<file path="src/rtl/icache_read_arbiter.sv">
// Two-requester arbiter in front of the instruction cache AR/R read port.
// Holds one transaction at a time: grant, forward the address, route read
// beats back to the owner and release on the last beat. The beat count is
// checked against the latched arlen; any mismatch raises a sticky err.
module icache_read_arbiter #(
  parameter int FIXED_PRIO = 0,
  parameter int ADDR_W     = 32,
  parameter int DATA_W     = 64
) (
  input  logic              clk,
  input  logic              rst,
  input  logic              m0_arvalid,
  input  logic [ADDR_W-1:0] m0_araddr,
  input  logic [1:0]        m0_arburst,
  input  logic [2:0]        m0_arsize,
  input  logic [7:0]        m0_arlen,
  output logic              m0_arready,
  output logic              m0_rvalid,
  output logic [DATA_W-1:0] m0_rdata,
  output logic              m0_rlast,
  input  logic              m0_rready,
  input  logic              m1_arvalid,
  input  logic [ADDR_W-1:0] m1_araddr,
  input  logic [1:0]        m1_arburst,
  input  logic [2:0]        m1_arsize,
  input  logic [7:0]        m1_arlen,
  output logic              m1_arready,
  output logic              m1_rvalid,
  output logic [DATA_W-1:0] m1_rdata,
  output logic              m1_rlast,
  input  logic              m1_rready,
  output logic              s_arvalid,
  output logic [ADDR_W-1:0] s_araddr,
  output logic [1:0]        s_arburst,
  output logic [2:0]        s_arsize,
  output logic [7:0]        s_arlen,
  input  logic              s_arready,
  input  logic              s_rvalid,
  input  logic [DATA_W-1:0] s_rdata,
  input  logic              s_rlast,
  output logic              s_rready,
  output logic              grant_id,
  output logic              busy,
  output logic              err
);

  typedef enum logic [1:0] {
    S_IDLE = 2'd0,
    S_ADDR = 2'd1,
    S_DATA = 2'd2
  } state_e;

  state_e            state_q, state_d;
  logic              rr_ptr_q, rr_ptr_d;
  logic              grant_id_q, grant_id_d;
  logic              err_q, err_d;
  logic [7:0]        beat_cnt_q, beat_cnt_d;
  logic [ADDR_W-1:0] araddr_q, araddr_d;
  logic [1:0]        arburst_q, arburst_d;
  logic [2:0]        arsize_q, arsize_d;
  logic [7:0]        arlen_q, arlen_d;

  logic win_s;
  logic hs_s;
  logic beat_s;
  logic fwd_s;

  // Pick the winner among valid requesters (tie: fixed m0 or round-robin pointer)
  always_comb begin
    win_s = 1'b0;
    if (m0_arvalid && m1_arvalid) begin
      win_s = (FIXED_PRIO != 0) ? 1'b0 : rr_ptr_q;
    end else if (m1_arvalid) begin
      win_s = 1'b1;
    end else begin
      win_s = 1'b0;
    end
  end

  // Handshakes and beat routing; everything is forced quiet while rst is high
  always_comb begin
    m0_arready = !rst && (state_q == S_IDLE) && m0_arvalid && !win_s;
    m1_arready = !rst && (state_q == S_IDLE) && m1_arvalid && win_s;
    hs_s       = m0_arready || m1_arready;
    fwd_s      = !rst && (state_q == S_DATA);
    s_rready   = fwd_s && (grant_id_q ? m1_rready : m0_rready);
    beat_s     = s_rvalid && s_rready;
    m0_rvalid  = fwd_s && !grant_id_q && s_rvalid;
    m1_rvalid  = fwd_s && grant_id_q && s_rvalid;
    m0_rlast   = fwd_s && !grant_id_q && s_rlast;
    m1_rlast   = fwd_s && grant_id_q && s_rlast;
    m0_rdata   = (fwd_s && !grant_id_q) ? s_rdata : '0;
    m1_rdata   = (fwd_s && grant_id_q) ? s_rdata : '0;
  end

  // Next-state logic for the transaction FSM, request latch and beat checker
  always_comb begin
    state_d    = state_q;
    rr_ptr_d   = rr_ptr_q;
    grant_id_d = grant_id_q;
    err_d      = err_q;
    beat_cnt_d = beat_cnt_q;
    araddr_d   = araddr_q;
    arburst_d  = arburst_q;
    arsize_d   = arsize_q;
    arlen_d    = arlen_q;
    case (state_q)
      S_IDLE: begin
        if (hs_s) begin
          araddr_d   = win_s ? m1_araddr  : m0_araddr;
          arburst_d  = win_s ? m1_arburst : m0_arburst;
          arsize_d   = win_s ? m1_arsize  : m0_arsize;
          arlen_d    = win_s ? m1_arlen   : m0_arlen;
          grant_id_d = win_s;
          beat_cnt_d = 8'd0;
          state_d    = S_ADDR;
        end else begin
          state_d = S_IDLE;
        end
      end
      S_ADDR: begin
        if (s_arready) begin
          state_d = S_DATA;
        end else begin
          state_d = S_ADDR;
        end
      end
      S_DATA: begin
        if (beat_s) begin
          // beat_cnt counts beats already taken, so the last beat sees arlen
          beat_cnt_d = beat_cnt_q + 8'd1;
          if (s_rlast) begin
            if (beat_cnt_q != arlen_q) begin
              err_d = 1'b1;
            end else begin
              err_d = err_q;
            end
            if (FIXED_PRIO == 0) begin
              rr_ptr_d = ~grant_id_q;
            end else begin
              rr_ptr_d = rr_ptr_q;
            end
            state_d = S_IDLE;
          end else if (beat_cnt_q == arlen_q) begin
            // overrun: more beats than requested (also covers an 8-bit wrap)
            err_d = 1'b1;
          end else begin
            err_d = err_q;
          end
        end else begin
          state_d = S_DATA;
        end
      end
      default: begin
        state_d = S_IDLE;
      end
    endcase
  end

  // State register with synchronous reset; a reset abandons any transaction
  always_ff @(posedge clk) begin
    if (rst) begin
      state_q    <= S_IDLE;
      rr_ptr_q   <= 1'b0;
      grant_id_q <= 1'b0;
      err_q      <= 1'b0;
      beat_cnt_q <= 8'd0;
      araddr_q   <= '0;
      arburst_q  <= 2'd0;
      arsize_q   <= 3'd0;
      arlen_q    <= 8'd0;
    end else begin
      state_q    <= state_d;
      rr_ptr_q   <= rr_ptr_d;
      grant_id_q <= grant_id_d;
      err_q      <= err_d;
      beat_cnt_q <= beat_cnt_d;
      araddr_q   <= araddr_d;
      arburst_q  <= arburst_d;
      arsize_q   <= arsize_d;
      arlen_q    <= arlen_d;
    end
  end

  assign s_arvalid = !rst && (state_q == S_ADDR);
  assign s_araddr  = araddr_q;
  assign s_arburst = arburst_q;
  assign s_arsize  = arsize_q;
  assign s_arlen   = arlen_q;
  assign grant_id  = grant_id_q;
  assign busy      = (state_q != S_IDLE);
  assign err       = err_q;

endmodule

</file>
<file path="config.mk">
export PLATFORM = sky130hd
export DESIGN_NAME = icache_read_arbiter
export DESIGN_NICKNAME = d
export VERILOG_FILES = /design/src/rtl/icache_read_arbiter.sv
export SDC_FILE = /design/constraint.sdc
export NUM_CORES = 1
export LEC_CHECK = 0
export CAP_MARGIN = 20
export CORE_AREA = 2 2 134 136
export CTS_BUF_LIST = sky130_fd_sc_hd__clkbuf_8
export CTS_CLUSTER_SIZE = 24
export DETAILED_ROUTE_END_ITERATION = 10
export DIE_AREA = 0 0 136 138
export PLACE_DENSITY_LB_ADDON = 0.1
export SLEW_MARGIN = 20
export SYNTH_ARGS = -nofsm -noshare
export SYNTH_HDL_FRONTEND = slang
export SYNTH_SLANG_ARGS = --single-unit
</file>
<file path="constraint.sdc">
create_clock -name clk -period 5.4 [get_ports clk]
set_input_delay 1.62 -clock clk [delete_from_list [all_inputs] [get_ports clk]]
set_output_delay 1.62 -clock clk [all_outputs]
set_load 0.005 [all_outputs]
</file>
# Word level (Yosys, flattened, before mapping)
# Cells that the tools add are included.
# Widths: inputs -> output; s select.
[totals] ff_bits=58 input_bits=163 output_inout_bits=184 word_cells=67
[op_classes] n_addsub=1 eq_ne=8 mux=20 bitwise=1 reduce_logical=28
[op_table] cell="$mux 64" n=2
[op_table] cell="$mux 32" n=1
[op_table] cell="$mux 8" n=3
[op_table] cell="$logic_and 1x1->1" n=16
[op_table] cell="$pmux 8 s2" n=1
[op_table] cell="$add 8x1->8 const B" n=1
[op_table] cell="$eq 8x8->1" n=1
[op_table] cell="$mux 2" n=4
[op_table] cell="$ne 8x8->1" n=1
[op_table] cell="$mux 1" n=7
[op_table] cell="$pmux 2 s3" n=1
[op_table] cell="$reduce_and 3->1" n=2
[op_table] cell="$reduce_bool 2->1" n=3
[op_table] cell="$ne 2x2->1 const B" n=2
[op_table] cell="$reduce_and 4->1" n=1
[op_table] cell="$logic_not 1->1" n=3
[op_table] cell="$mux 3" n=1
[op_table] cell="$ne 3x3->1 const B" n=1
[op_table] cell="$eq 2x1->1 const B" n=1
[op_table] cell="$eq 2x2->1 const B" n=1
[op_table] cell="$logic_not 2->1" n=1
[op_table] cell="$ne 2x1->1 const B" n=1
[op_table] cell="$reduce_and 2->1" n=1
[op_table] cell="$logic_or 1x1->1" n=1
[op_table] cell="$not 1->1" n=1

# Depth between registers and ports, before layout
# Gate-level depths: netlist of the first run.
[depth] word_depth=7 ltp_mapped=7 depth_no_buf=5

# Worst setup path after synthesis of the first run
# Ideal clock, no wire load.
[synth_timing] path_kind="input -> output" start="input rst" end="output m1_rdata[10]" arrival_ns=2.604 setup_slack_ns=1.176 stages=4 path_buffers=2 path_cell_list="nor3b_4 -> clkbuf_1 -> clkbuf_1 -> and3_1"
[synth_via] elab_chain_len=4
[synth_rtl] item="from (decl)" line_no="11" rtl="input logic rst,"
[synth_rtl] item="$logic_not 1->1" line_no="85" rtl="fwd_s = !rst && (state_q == S_DATA);"
[synth_rtl] item="$logic_and 1x1->1" line_no="85"
[synth_rtl] item="$logic_and 1x1->1" line_no="93" rtl="m1_rdata = (fwd_s && grant_id_q) ? s_rdata : '0;"
[synth_rtl] item="$mux 64" line_no="93"
[synth_rtl] item="to (decl)" line_no="29" rtl="output logic [DATA_W-1:0] m1_rdata,"
# Every way passes these cells.

# Worst setup path in the final report of the first run
[layout_timing] start="input m0_arvalid" end="output m0_arready"
[layout_via] elab_chain_len=4 word_cells_on_any_way=5 classes_between="mux: 1; reduce/logical: 4"
[layout_rtl] item="from (decl)" line_no="12" rtl="input logic m0_arvalid,"
[layout_rtl] item="$logic_and 1x1->1" line_no="71" rtl="if (m0_arvalid && m1_arvalid) begin"
[layout_rtl] item="$mux 1" line_no="71"
[layout_rtl] item="$logic_not 1->1" line_no="82" rtl="m0_arready = !rst && (state_q == S_IDLE) && m0_arvalid && !win_s;"
[layout_rtl] item="$logic_and 1x1->1 (*)" line_no="82"
[layout_rtl] item="to (decl)" line_no="17" rtl="output logic m0_arready,"
# Every way passes the cells marked *; elsewhere a longest branch is shown, timed or not.

==> flow_summary_export.csv, run 1 <==
group,metric,value,unit
outcome,outcome,"complete, no violations",
placed_design,post-place-ws,0.539,ns
clock_network,clock-sinks,58,
placed_design,dp_hpwl,12600,µm
worst_setup_path,path_max_fanout,8,
pwr,powerDensity,171,mW/mm²
synth,synth.avg_cell_area,8.04,µm²
worst_setup_path,crit_end,"m0_arready",
detailed_routing,wl_per_cell,16.3,µm
global_route,track_usage,0.163,
global_route,grt_pass1_wl,24000,µm
detailed_routing,drt_drc_violations_left,0,
global_route,grt_max_degree,137,
detailed_routing,wl,16300,µm
worst_setup_path,rr_worst_depth,4,
pwr,seqPwrFrac,0.382,
run,maxCapViolCount,0,
clock_network,clock_latency,0.33,ns
worst_setup_path,crit_family,"buffers and inverters",
worst_setup_path,arrival,3.25,ns
die,core.rowCount,49,
sta,finalCritPeriodShare,0.901,
clock_network,h-tree-depth,3,
finish,final_util,0.425,
detailed_routing,vias,4528,
clock_network,cts-root-buf,"clkbuf_8",
finish,syn_to_final_growth,105,%
clock_network,hold_buffers,0,
worst_setup_path,cpMaxStageDelayCell,"clkdlybuf4s50_1",
synth,synth-seq-cells,58,
detailed_routing,dr.pass1.iters,4,
clock_network,path_clk_slew,0.06,ns
placed_design,placed_cells,980,
sta,hold_ws,0.495,ns
worst_setup_path,crit_start,"m0_arvalid",
worst_setup_path,max_stage_delay,0.52,ns
clock_network,cts_setup_buffers,0,
pwr,p_sw,335,µW
finish,layout.cells.non_filler,998,
sta,period_needed,4.87,ns
pwr,total_power,1.28,mW
die,die_h,138,µm
detailed_routing,via_per_inst,4.54,
sta,slew_headroom,0.392,
synth,synth_cell_types,32,
detailed_routing,ant_nets,0,
die,die-area,0.0188,mm²
sta,fmax,205,MHz
sta,fin_ws,0.533,ns
worst_setup_path,rr_startpoint,"state_q[0]$_SDFFE_PP0P_",
clock_network,cts_max_path_buffers,2,
global_route,antenna_found_initial,3,
worst_setup_path,crit_path_start_kind,"input pin",
synth,ys_seq_area_frac,0.319,
synth,synth_edf_count,0,
sta,rsz0062_at_grt,"no",
worst_setup_path,critPathMostFrequentCell,"clkdlybuf4s50_1",
worst_setup_path,regToRegEndpoint,"grant_id$_SDFFE_PP0P_",
pwr,pwr-share-clk,0.320,
die,fp.coreArea,0.0175,mm²
clock_network,cts_tree,"built",
sta,fin_tns_setup,0,ns
sta,setup_viol,0,
synth,synth_commonest_cells,"133 x and3_1, 58 x dfxtp_1, 50 x nor2_1",
worst_setup_path,path_buf_inv,3,
sta,fin_skew,0.00528,ns
die,io_pins,347,
min_path,hp-class,"reg -> reg",
worst_setup_path,cp.required,3.78,ns
worst_setup_path,end_kind,"primary output",
placed_design,place_congestion,0.774,
synth,ys.flop_type,"dfxtp_1",
clock_network,cts-resized-gates,0,
finish,drive_above_1_share,0.0392,
synth,synth_most_common_cell,"and3_1",
synth,synth_top_area_cell,"dfxtp_1",
synth,async_flop_share,0,
clock_network,numCtsBuffers,9,
synth,syn_inst,452,
worst_setup_path,crit_cells,5,
synth,syn_area,0.00364,mm²
finish,n_fill_cell,1723,
sta,worst_pin_slew,0.912,ns
detailed_routing,first_iter_violations,160,
worst_setup_path,path_class,"in -> out",
pwr,swShare,0.262,
finish,final_area,0.00745,mm²
die,initial_core_util,0.207,
synth,yosysTopAreaCellShare,0.319,
worst_setup_path,r2r_setup_slack,3.12,ns
worst_setup_path,path_cells,"clkdlybuf4s50_1, inv_1, o21ai_4, and3_1, clkdlybuf4s50_1",
synth,synth_warnings,0,
pwr,internal_power,941,µW
pwr,irDropWorstVdd,0.0000956,V
global_route,grt.overflow.total,0,
pwr,power.leakage,3.29,nW
finish,nNetsFinal,926,
pwr,combinationalPowerShare,0.299,
synth,synth_nets,616,
placed_design,postPlaceCellArea,0.00724,mm²
synth,synth_area_leaders,"dfxtp_1 32%, and3_1 23%, mux2i_1 13%",
sta,drv_slew,0,
global_route,grt_pass1_vias,4312,
die,die_x,136,µm
placed_design,io_buffer_count,346,
sta,hold_viol_final,0,
==> flip-flops by register name (all words and copies together) (netlist names) <==
name,cells
s_arlen,8
s_araddr,32
grant_id,1
s_arburst,2
rr_ptr_q,1
state_q,2
s_arsize,3
beat_cnt_q,8
err,1
==> worst min-delay path: stages (launching register included) <==
cell and delay, ns:
dfxtp_1 0.31, nor2_1 0.09, a211oi_1 0.05
==> power by group through the flow <==
stage / sequential, mW / clock [mW] / combinational (mW)
after detailed placement: 0.497 / 0 / 0.384
after floorplan: 0.496 / 0 / 0.139
after global placement: 0.494 / 0 / 0.380
after global routing: 0.492 / 0.449 / 0.415
after CTS: 0.488 / 0.425 / 0.386
final: 0.487 / 0.408 / 0.381
==> worst min-delay path by stage <==
stage | end | start | slack [ns] | depth (start not counted)
final | s_araddr[24]$_SDFFE_PP0P_ | s_araddr[24]$_SDFFE_PP0P_ | 0.49 | 2
after CTS | beat_cnt_q[7]$_SDFFE_PP0P_ | beat_cnt_q[7]$_SDFFE_PP0P_ | 0.50 | 2
after floorplan | rr_ptr_q$_SDFFE_PP0P_ | rr_ptr_q$_SDFFE_PP0P_ | 0.46 | 2
after detailed placement | beat_cnt_q[7]$_SDFFE_PP0P_ | beat_cnt_q[7]$_SDFFE_PP0P_ | 0.49 | 2
after global placement | beat_cnt_q[7]$_SDFFE_PP0P_ | beat_cnt_q[7]$_SDFFE_PP0P_ | 0.48 | 2
after global routing | s_araddr[19]$_SDFFE_PP0P_ | s_araddr[19]$_SDFFE_PP0P_ | 0.52 | 2
==> cells in the final DEF (no fill, tap or decap), types with 2 or more instances in the layout <==
cell             count
diode_2              3
mux2i_1             46
or2_2                4
nand4_1              6
and3_1             133
clkbuf_8            12
or3_1                7
xnor2_1              8
buf_4                4
clkdlybuf4s50_1    345
a21oi_1              9
o21ai_0              5
inv_1                6
and2_1               2
nand2_1              4
nand3b_1             2
a211oi_1            46
nor2_1              50
dfxtp_1             57
==> metal layers <==
metal / vias up / GRT usage / share of wire
li1: 2269 / - / -
met1: 2032 / 0.179 / 0.39
met2: 208 / 0.287 / 0.49
met3: 19 / 0.0528 / 0.092
met4: 0 / 0.0620 / 0.020
met5: - / 0 / 0
==> area by class of cell <==
cell class	count	area (µm²)	share of cell area
Multi-Input combinational cell	337	2260	0.304
Inverter	5	18.8	0.00252
Clock buffer	12	165	0.0222
Timing Repair Buffer	351	3510	0.471
Tap cell	229	287	0.0385
Clock inverter	3	38.8	0.00521
Sequential cell	58	1160	0.156
Antenna cell	3	7.51	0.00101
==> kinds of logic after synthesis <==
group	after synthesis	synth area share
compound gates	65	0.126
xor+xnor	9	0.0217
fa+ha+maj	1	0.00344
buf+inv	57	0.0626
flops	58	0.319
mux	47	0.130
simple gates	215	0.337
Power figures use the tool's default switching activity.
==> run 2, diff against run 1 <==
--- a/config.mk
+++ b/config.mk
@@ -8,7 +8,7 @@
 export CAP_MARGIN = 20
 export CORE_AREA = 2 2 134 136
 export CTS_BUF_LIST = sky130_fd_sc_hd__clkbuf_8
-export CTS_CLUSTER_SIZE = 24
+export CTS_CLUSTER_SIZE = 16
 export DETAILED_ROUTE_END_ITERATION = 10
 export DIE_AREA = 0 0 136 138
 export PLACE_DENSITY_LB_ADDON = 0.1
==> results of run 2 <==
No change in the layout: final DEF, timing and power equal those of run 1.
